File: config.mk
export PLATFORM = sky130hd
export DESIGN_NAME = des_key_sched_ctrl
export DESIGN_NICKNAME = d
export VERILOG_FILES = /design/src/rtl/des_key_sched_ctrl.sv
export SDC_FILE = /design/constraint.sdc
export NUM_CORES = 1
export LEC_CHECK = 0
export ABC_AREA = 1
export CORE_ASPECT_RATIO = 1.4
export CORE_MARGIN = 5
export CORE_UTILIZATION = 60
export DETAILED_ROUTE_END_ITERATION = 6
export DONT_BUFFER_PORTS = 1
export MAX_ROUTING_LAYER = met4
export PLACE_DENSITY = 0.8
export SYNTH_ARGS = -nofsm -noshare
export SYNTH_HDL_FRONTEND = slang
export SYNTH_SLANG_ARGS = --single-unit
File: constraint.sdc
create_clock -name clk -period 4.1 [get_ports clk]
set_input_delay 1.23 -clock clk [delete_from_list [all_inputs] [get_ports clk]]
set_output_delay 1.23 -clock clk [all_outputs]
set_load 0.03 [all_outputs]
File: src/rtl/des_key_sched_ctrl.sv
// DES round-key sequencer: one C/D pair, one rotator, one PC-2, one key per handshake.
// Optional odd-parity key check enabled by defining DES_KEY_PARITY_CHECK_EN.
module des_key_sched_ctrl (
  input  logic        clk,
  input  logic        rst_n,
  input  logic        key_valid,
  output logic        key_ready,
  input  logic [63:0] key,
  input  logic        decrypt,
  input  logic        abort,
  output logic        rk_valid,
  input  logic        rk_ready,
  output logic [47:0] rk,
  output logic [3:0]  rk_idx,
  output logic        rk_last,
  output logic        busy,
  output logic        parity_err
);

  localparam int KEY_W      = 64;
  localparam int RK_W       = 48;
  localparam int NUM_ROUNDS = 16;
  localparam int HALF_W     = 28;
  localparam logic [3:0] LAST_IDX = 4'(NUM_ROUNDS - 1);

  localparam logic [0:55][5:0] PC1_T = {
    6'd57, 6'd49, 6'd41, 6'd33, 6'd25, 6'd17, 6'd9,
    6'd1,  6'd58, 6'd50, 6'd42, 6'd34, 6'd26, 6'd18,
    6'd10, 6'd2,  6'd59, 6'd51, 6'd43, 6'd35, 6'd27,
    6'd19, 6'd11, 6'd3,  6'd60, 6'd52, 6'd44, 6'd36,
    6'd63, 6'd55, 6'd47, 6'd39, 6'd31, 6'd23, 6'd15,
    6'd7,  6'd62, 6'd54, 6'd46, 6'd38, 6'd30, 6'd22,
    6'd14, 6'd6,  6'd61, 6'd53, 6'd45, 6'd37, 6'd29,
    6'd21, 6'd13, 6'd5,  6'd28, 6'd20, 6'd12, 6'd4
  };

  localparam logic [0:47][5:0] PC2_T = {
    6'd14, 6'd17, 6'd11, 6'd24, 6'd1,  6'd5,
    6'd3,  6'd28, 6'd15, 6'd6,  6'd21, 6'd10,
    6'd23, 6'd19, 6'd12, 6'd4,  6'd26, 6'd8,
    6'd16, 6'd7,  6'd27, 6'd20, 6'd13, 6'd2,
    6'd41, 6'd52, 6'd31, 6'd37, 6'd47, 6'd55,
    6'd30, 6'd40, 6'd51, 6'd45, 6'd33, 6'd48,
    6'd44, 6'd49, 6'd39, 6'd56, 6'd34, 6'd53,
    6'd46, 6'd42, 6'd50, 6'd36, 6'd29, 6'd32
  };

  typedef enum logic [1:0] {
    IDLE = 2'd0,
    GEN  = 2'd1,
    OUT  = 2'd2
  } state_t;

  state_t state;
  logic [HALF_W-1:0] c, d;
  logic [HALF_W-1:0] nc, nd;
  logic [3:0]        n, n_sel;
  logic              mode;
  logic [RK_W-1:0]   nrk;

  function automatic logic [55:0] pc1(input logic [KEY_W-1:0] k);
    logic [55:0] r;
    logic [5:0]  b;
    r = '0;
    for (int i = 0; i < 56; i++) begin
      b = 6'(7'd64 - {1'b0, PC1_T[i]});
      r[55-i] = k[b];
    end
    return r;
  endfunction

  function automatic logic [RK_W-1:0] pc2(input logic [55:0] cd);
    logic [RK_W-1:0] r;
    logic [5:0]      b;
    r = '0;
    for (int i = 0; i < RK_W; i++) begin
      b = 6'(6'd56 - PC2_T[i]);
      r[47-i] = cd[b];
    end
    return r;
  endfunction

  // Decrypt walks C/D backwards; K16 uses C0/D0 unrotated.
  function automatic logic [HALF_W-1:0] rot(
    input logic [HALF_W-1:0] h,
    input logic [3:0]        idx,
    input logic              dec
  );
    logic one;
    one = (idx == 4'd1) || (idx == 4'd8) || (idx == 4'd15);
    if (dec && idx == 4'd0) return h;
    if (dec && one)         return {h[0], h[27:1]};
    if (dec)                return {h[1:0], h[27:2]};
    if (one || idx == 4'd0) return {h[26:0], h[27]};
    return {h[25:0], h[27:26]};
  endfunction

  always_comb begin
    n_sel = (state == OUT) ? n + 4'd1 : n;
    nc    = rot(c, n_sel, mode);
    nd    = rot(d, n_sel, mode);
    nrk   = pc2({nc, nd});
  end

`ifdef DES_KEY_PARITY_CHECK_EN
  logic par_ok;
  always_comb begin
    par_ok = 1'b1;
    for (int i = 0; i < 8; i++) par_ok &= ^key[i*8 +: 8];
  end
`endif

  assign key_ready = (state == IDLE) && !abort;

  always_ff @(posedge clk or negedge rst_n) begin
    if (!rst_n) begin
      state      <= IDLE;
      c          <= '0;
      d          <= '0;
      n          <= '0;
      mode       <= 1'b0;
      rk         <= '0;
      rk_valid   <= 1'b0;
      rk_idx     <= '0;
      rk_last    <= 1'b0;
      busy       <= 1'b0;
      parity_err <= 1'b0;
    end else begin
      parity_err <= 1'b0;
      unique case (state)
        IDLE: begin
          if (key_valid && key_ready) begin
`ifdef DES_KEY_PARITY_CHECK_EN
            if (!par_ok) begin
              parity_err <= 1'b1;
            end else begin
              {c, d} <= pc1(key);
              mode   <= decrypt;
              n      <= '0;
              busy   <= 1'b1;
              state  <= GEN;
            end
`else
            {c, d} <= pc1(key);
            mode   <= decrypt;
            n      <= '0;
            busy   <= 1'b1;
            state  <= GEN;
`endif
          end
        end
        GEN: begin
          if (abort) begin
            c     <= '0;
            d     <= '0;
            n     <= '0;
            busy  <= 1'b0;
            state <= IDLE;
          end else begin
            c        <= nc;
            d        <= nd;
            rk       <= nrk;
            rk_valid <= 1'b1;
            rk_idx   <= n;
            rk_last  <= (n == LAST_IDX);
            state    <= OUT;
          end
        end
        OUT: begin
          if (abort || (rk_ready && n == LAST_IDX)) begin
            c        <= '0;
            d        <= '0;
            n        <= '0;
            rk_valid <= 1'b0;
            rk_idx   <= '0;
            rk_last  <= 1'b0;
            busy     <= 1'b0;
            state    <= IDLE;
          end else if (rk_ready) begin
            n       <= n_sel;
            c       <= nc;
            d       <= nd;
            rk      <= nrk;
            rk_idx  <= n_sel;
            rk_last <= (n_sel == LAST_IDX);
          end
        end
        default: state <= IDLE;
      endcase
    end
  end

endmodule

### Word level (Yosys, flattened, before mapping)

Cells that the tools add are included.

| storage, ports and cells | value |
|---|---|
| register bits after elaboration | 118 |
| input bits | 70 |
| output and inout bits | 57 |

| cells by class | value |
|---|---|
| muxes and demuxes | 62 |
| reduce and logical (&&, ||, !) cells | 22 |
| eq/ne operators | 13 |
| $add $sub $neg | 1 |

Operators with widths:

| kind | count |
|---|---|
| $mux W28 | 24 |
| $pmux W28 S3 | 2 |
| $mux W48 | 3 |
| $pmux W48 S2 | 1 |
| $mux W4 | 6 |
| $mux W1 | 17 |
| $eq A4 B4 Y1 const B | 3 |
| $pmux W4 S3 | 1 |
| $reduce_and A4 Y1 | 3 |
| $reduce_and A3 Y1 | 3 |
| $ne A2 B2 Y1 const B | 4 |
| $pmux W4 S2 | 1 |
| $mux W2 | 3 |
| $pmux W2 S3 | 1 |
| $logic_and A1 B1 Y1 | 5 |
| $add A4 B1 Y4 const B | 1 |
| $eq A4 B1 Y1 const B | 1 |
| $logic_not A4 Y1 | 1 |
| $logic_or A1 B1 Y1 | 4 |
| $ne A2 B1 Y1 const B | 2 |
| $pmux W1 S2 | 2 |
| $reduce_and A2 Y1 | 2 |
| $ne A3 B2 Y1 const B | 1 |
| $pmux W1 S3 | 1 |
| other kinds (6) | 6 |

### Depth between registers and ports, before layout

| depth | value |
|---|---|
| depth after elaboration | 20 |
| depth in mapped cells | 19 |

### Worst setup path before layout

No wires, ideal clock.

| timing path | value |
|---|---|
| path type | input-to-reg |
| start | input abort |
| end | register d[26] |
| path slack | 1.177 ns |
| stages | 9 |
| data arrival time | 2.850 ns |
| path buffers | 2 |
| data required time | 4.027 ns |
| library setup time | 0.073 ns |
| cell sequence | nor2_1 > nand2_1 > nand2_1 > nand3_1 > inv_1 > clkbuf_1 > clkbuf_1 > nor2_1 > a21oi_2 |

| on the way | value |
|---|---|
| cells in the longest elaborated chain, start to end | 5 |
| elaborated cells on any way between the ends | 10 |
| classes of those cells | eq/ne (2); mux (3); reduce/logical (5) |

RTL lines:

| element | line | text |
|---|---|---|
| from (decl) | 10 | `input logic abort,` |
| $logic_not A1 Y1 | 113 | `assign key_ready = (state == IDLE) && !abort;` |
| $logic_and A1 B1 Y1 | 113 |  |
| $logic_and A1 B1 Y1 | 132 | `if (key_valid && key_ready) begin` |
| $ne A2 B1 Y1 (no line) | n/a |  |
| $reduce_and A3 Y1 (no line) | n/a |  |
| to (signal assigned) | 144 | `{c, d} <= pc1(key);` |
| to (signal assigned) | 161 | `d <= nd;` |
| to (signal assigned) | 182 | `d <= nd;` |
| to (decl) | 55 | `logic [HALF_W-1:0] c, d;` |

Parallel ways exist; a longest one is shown, timed or not.
A chain may end at the register's enable or synchronous reset.

### Worst setup path after layout

| timing path | value |
|---|---|
| start | register state[0] |
| end | register rk[40] |

| on the way | value |
|---|---|
| cells in the longest elaborated chain, start to end | 17 |
| elaborated cells on any way between the ends | 35 |
| classes of those cells | eq/ne (8); mux (19); reduce/logical (8) |

RTL lines:

| element | line | text |
|---|---|---|
| from (decl) | 54 | `state_t state;` |
| from (signal assigned) | 117 | `state <= IDLE;` |
| from (signal assigned) | 148 | `state <= GEN;` |
| from (signal assigned) | 158 | `state <= IDLE;` |
| $eq A2 B2 Y1 | 99, 130 |  |
| $mux W4 | 99 | `n_sel = (state == OUT) ? n + 4'd1 : n;` |
| $eq A4 B1 Y1 or $eq A4 B4 Y1 (tied branches) | 90 | `one = (idx == 4'd1) \|\| (idx == 4'd8) \|\| (idx == 4'd15);` |
| $logic_or A1 B1 Y1 (2 in series) | 90 |  |
| $logic_or A1 B1 Y1 | 94 | `if (one \|\| idx == 4'd0) return {h[26:0], h[27]};` |
| $mux W1 (2 in series) | 94 |  |
| $mux W1 | 93 | `if (dec) return {h[1:0], h[27:2]};` |
| $mux W1 | 92 | `if (dec && one) return {h[0], h[27:1]};` |
| $mux W28 | 95 | `return {h[25:0], h[27:26]};` |
| $mux W28 | 94 |  |
| $mux W28 | 93 |  |
| $mux W28 | 92 |  |
| $mux W48 | 179 | `end else if (rk_ready) begin` |
| $mux W48 | 170 | `if (abort \|\| (rk_ready && n == LAST_IDX)) begin` |
| $pmux W48 S2 | 130 | `unique case (state)` |
| to (signal assigned) | 162 | `rk <= nrk;` |
| to (signal assigned) | 183 | `rk <= nrk;` |
| to (decl) | 13 | `output logic [47:0] rk,` |

Parallel ways exist; a longest one is shown, timed or not. The select of a mux whose other input is x is not followed.

==> results.py <==
metrics = {
    "status": {
        "status": "finished, final reports clean",
    },
    "finish": {
        "antennaDiodeCount": 0,
        "nets": 1146,
        "finalInstanceArea_mm2": 0.008264,
        "syn_to_final_growth_pct": 6.894,
        "nFillCells": 1152,
        "stdcell_count": 1237,
        "drive_above_1_share_pct": 7.841,
    },
    "route": {
        "wl_met3_um": 1901,
        "wl_um": 22290,
        "drt-initial-drc-count": 628,
        "vias_per_cell": 6.239,
        "vias": 7718,
        "wl_met1_um": 8636,
        "top_layer": "met4",
        "drc": 0,
        "met2_length_um": 10700,
        "dr.pass1.iters": 6,
        "wire_per_inst_um": 18.02,
        "ant_nets": 0,
    },
    "die": {
        "die_y_um": 144.3,
        "die_area_mm2": 0.01529,
        "die-width_um": 105.9,
        "core.rowCount": 49,
        "io_pins": 127,
        "coreArea_mm2": 0.01275,
        "start_util_pct": 60.63,
    },
    "clock_tree": {
        "insertion_delay_ps": 420,
        "htreeDepth": 4,
        "cts_resized": 0,
        "ctsHoldBuffers": 0,
        "clk_pin_slew_ps": 60,
        "cts.path.max_buffers": 2,
        "cts_tree": "yes",
        "postCtsSetupBuffers": 0,
        "cts_made_buffers": 17,
        "root_buffer": "clkbuf_16",
        "clock_sinks": 118,
    },
    "synthesis": {
        "synth_top_area_cell": "dfrtp_1",
        "synthTopCellsByCount": "nand2_1 (300), a21oi_1 (119), dfrtp_1 (118)",
        "syn_nets": 1195,
        "yosys_warnings": 0,
        "synthDistinctLibCells": 37,
        "post_synth.cell_area_avg_um2": 6.903,
        "synth_area_leaders": "dfrtp_1 (38%), nand2_1 (15%), a21oi_1 (7.7%), nand3_1 (6.9%), nor2_1 (5.3%)",
        "yosysTopAreaCellShare_pct": 38.19,
        "synthCells": 1120,
        "synth_seq_area_share_pct": 38.19,
        "synth.cell_area_mm2": 0.007731,
        "ys_ff_latch": 118,
        "yosysMostFrequentCell": "nand2_1",
        "synthArstFlopShare_pct": 100.0,
        "ys.flop_type": "dfrtp_1",
        "synth-edff-count": 0,
    },
    "placed_design": {
        "placed_cells": 1205,
        "placed_cell_area_mm2": 0.007645,
        "gp_congestion": 0.8825,
        "dp_hpwl_um": 13850,
        "io_buffers": 0,
    },
    "grt": {
        "grt_first_pass_wirelength_um": 36680,
        "grt_antenna_before_repair": 0,
        "grt_usage_pct": 30.73,
        "grt_max_degree": 119,
        "grt_pass1_vias": 7417,
        "overflow": 0,
    },
    "setup_path": {
        "critPathKind": "reg -> reg",
        "worst-path-max-fanout": 41,
        "cp-start-kind": "register",
        "arrival_ps": 3700,
        "cp-end-kind": "register",
        "critical_path_required_ps": 4370,
    },
    "timing": {
        "rsz0062_at_grt": "false",
        "worstMarginPinSlew_ps": 1135,
        "slew_violations": 0,
        "fin_crit_sh_pct": 83.66,
        "max_freq_mhz": 291.5,
        "clock_skew_ps": 11.89,
        "finalHoldViolCount": 0,
        "setup_viol": 0,
        "min_period_ps": 3430,
        "setup_tns_ps": 0,
        "slew_headroom_pct": 24.34,
    },
    "job": {
        "maxCapViolations": 0,
    },
    "min_path": {
        "worstHoldPathType": "in -> async",
    },
}
## registers in the layout, indices dropped and copies added (netlist names)
signal and flops:
rk_valid 1, rk_last 1, rk_idx 4, rk 48
d 28, busy 1, c 28, mode 1
n 4, state 2
## cells by family (layout without fill, tap and decap cells)
logic type	count (synthesis)	after routing	synth area share, %
AOI/OAI and AO/OA	277	277	20.20
buffers and inverters	141	105	8.157
and+or+nand+nor	578	578	32.59
adders and majority gates	5	5	0.8092
DFF	118	118	38.19
other	1	1	0.04850
## worst paths after layout
path	endpoint	slack, ps	start	cells past startpoint
min reg2reg	c[24]$_DFFE_PN0P_	560	c[24]$_DFFE_PN0P_	2
max reg2reg	rk[40]$_DFFE_PN0P_	670	state[0]$_DFFE_PN0P_	15
max	rk[40]$_DFFE_PN0P_	670	state[0]$_DFFE_PN0P_	15
min in group clk	c[24]$_DFFE_PN0P_	560	c[24]$_DFFE_PN0P_	2
min	rk_idx[2]$_DFFE_PN0P_	500	rst_n	0
max in group asynchronous	d[26]$_DFFE_PN0P_	3440	rst_n	0
## worst max-delay path: stages, from the launching register on
cell and delay [ps]:
dfrtp_1 410, inv_1 110, ha_1 300, inv_2 140, nand2_1 80, nand2_1 80
clkinv_1 70, nand2_1 60, nor2_2 180, nand2_4 130, nand2_4 330, nand2_2 560
o21ai_0 450, nand2_1 130, nand3_1 160, o21ai_1 80
## through the flow
step,utilization (%),hold WS [ps],worst slack [ps]
2_1_floorplan,-,507.2,1177
5_1_grt,64.81,492.2,443.9
3_3_place_gp,59.95,541.8,886.6
6_report,64.81,499.4,669.9
4_1_cts,64.81,498.8,697.0
3_5_place_dp,59.95,550.5,853.5
## cell usage in the layout (no fill, tap or decap), types with 3 or more instances in the layout
master / netlist / layout
ha_1: 5 / 5
clkbuf_8: 0 / 3
buf_4: 6 / 10
o21ai_0: 67 / 67
o211ai_2: 10 / 10
nand2_2: 5 / 5
inv_1: 52 / 51
clkinv_1: 3 / 3
a21oi_1: 119 / 118
o22ai_2: 4 / 4
bufinv_16: 0 / 3
a31oi_1: 5 / 5
dfrtp_1: 118 / 118
clkbuf_16: 0 / 17
nand3b_1: 7 / 7
a22oi_1: 6 / 6
clkinvlp_4: 0 / 6
o21ai_1: 50 / 50
nand4_1: 39 / 39
nor2_1: 109 / 109
inv_2: 7 / 7
nand2_4: 3 / 3
o211ai_1: 9 / 9
nand3_1: 106 / 105
nand2_1: 300 / 300
nor3_1: 3 / 3
## final cells by class
cell class              instances  area (um^2)  share of cell area, %
clock buffers                  21        470.5                  5.693
clock inverters                11        148.9                  1.802
inverters                      62        234.0                  2.831
multi-input cells             861         4172                  50.48
flip-flops and latches        118         2953                  35.73
well taps                     153        191.4                  2.316
repair buffers                 11        95.09                  1.151
## metal layers
metal	vias to the layer above	GRT usage [%]
met4	0	15.89
met2	384	49.16
met3	72	5.270
met1	3574	37.61
li1	3688	-
met5	-	-
Power is not shown: default switching activity piles up to over one toggle a cycle in this logic, so the estimate is an artifact.
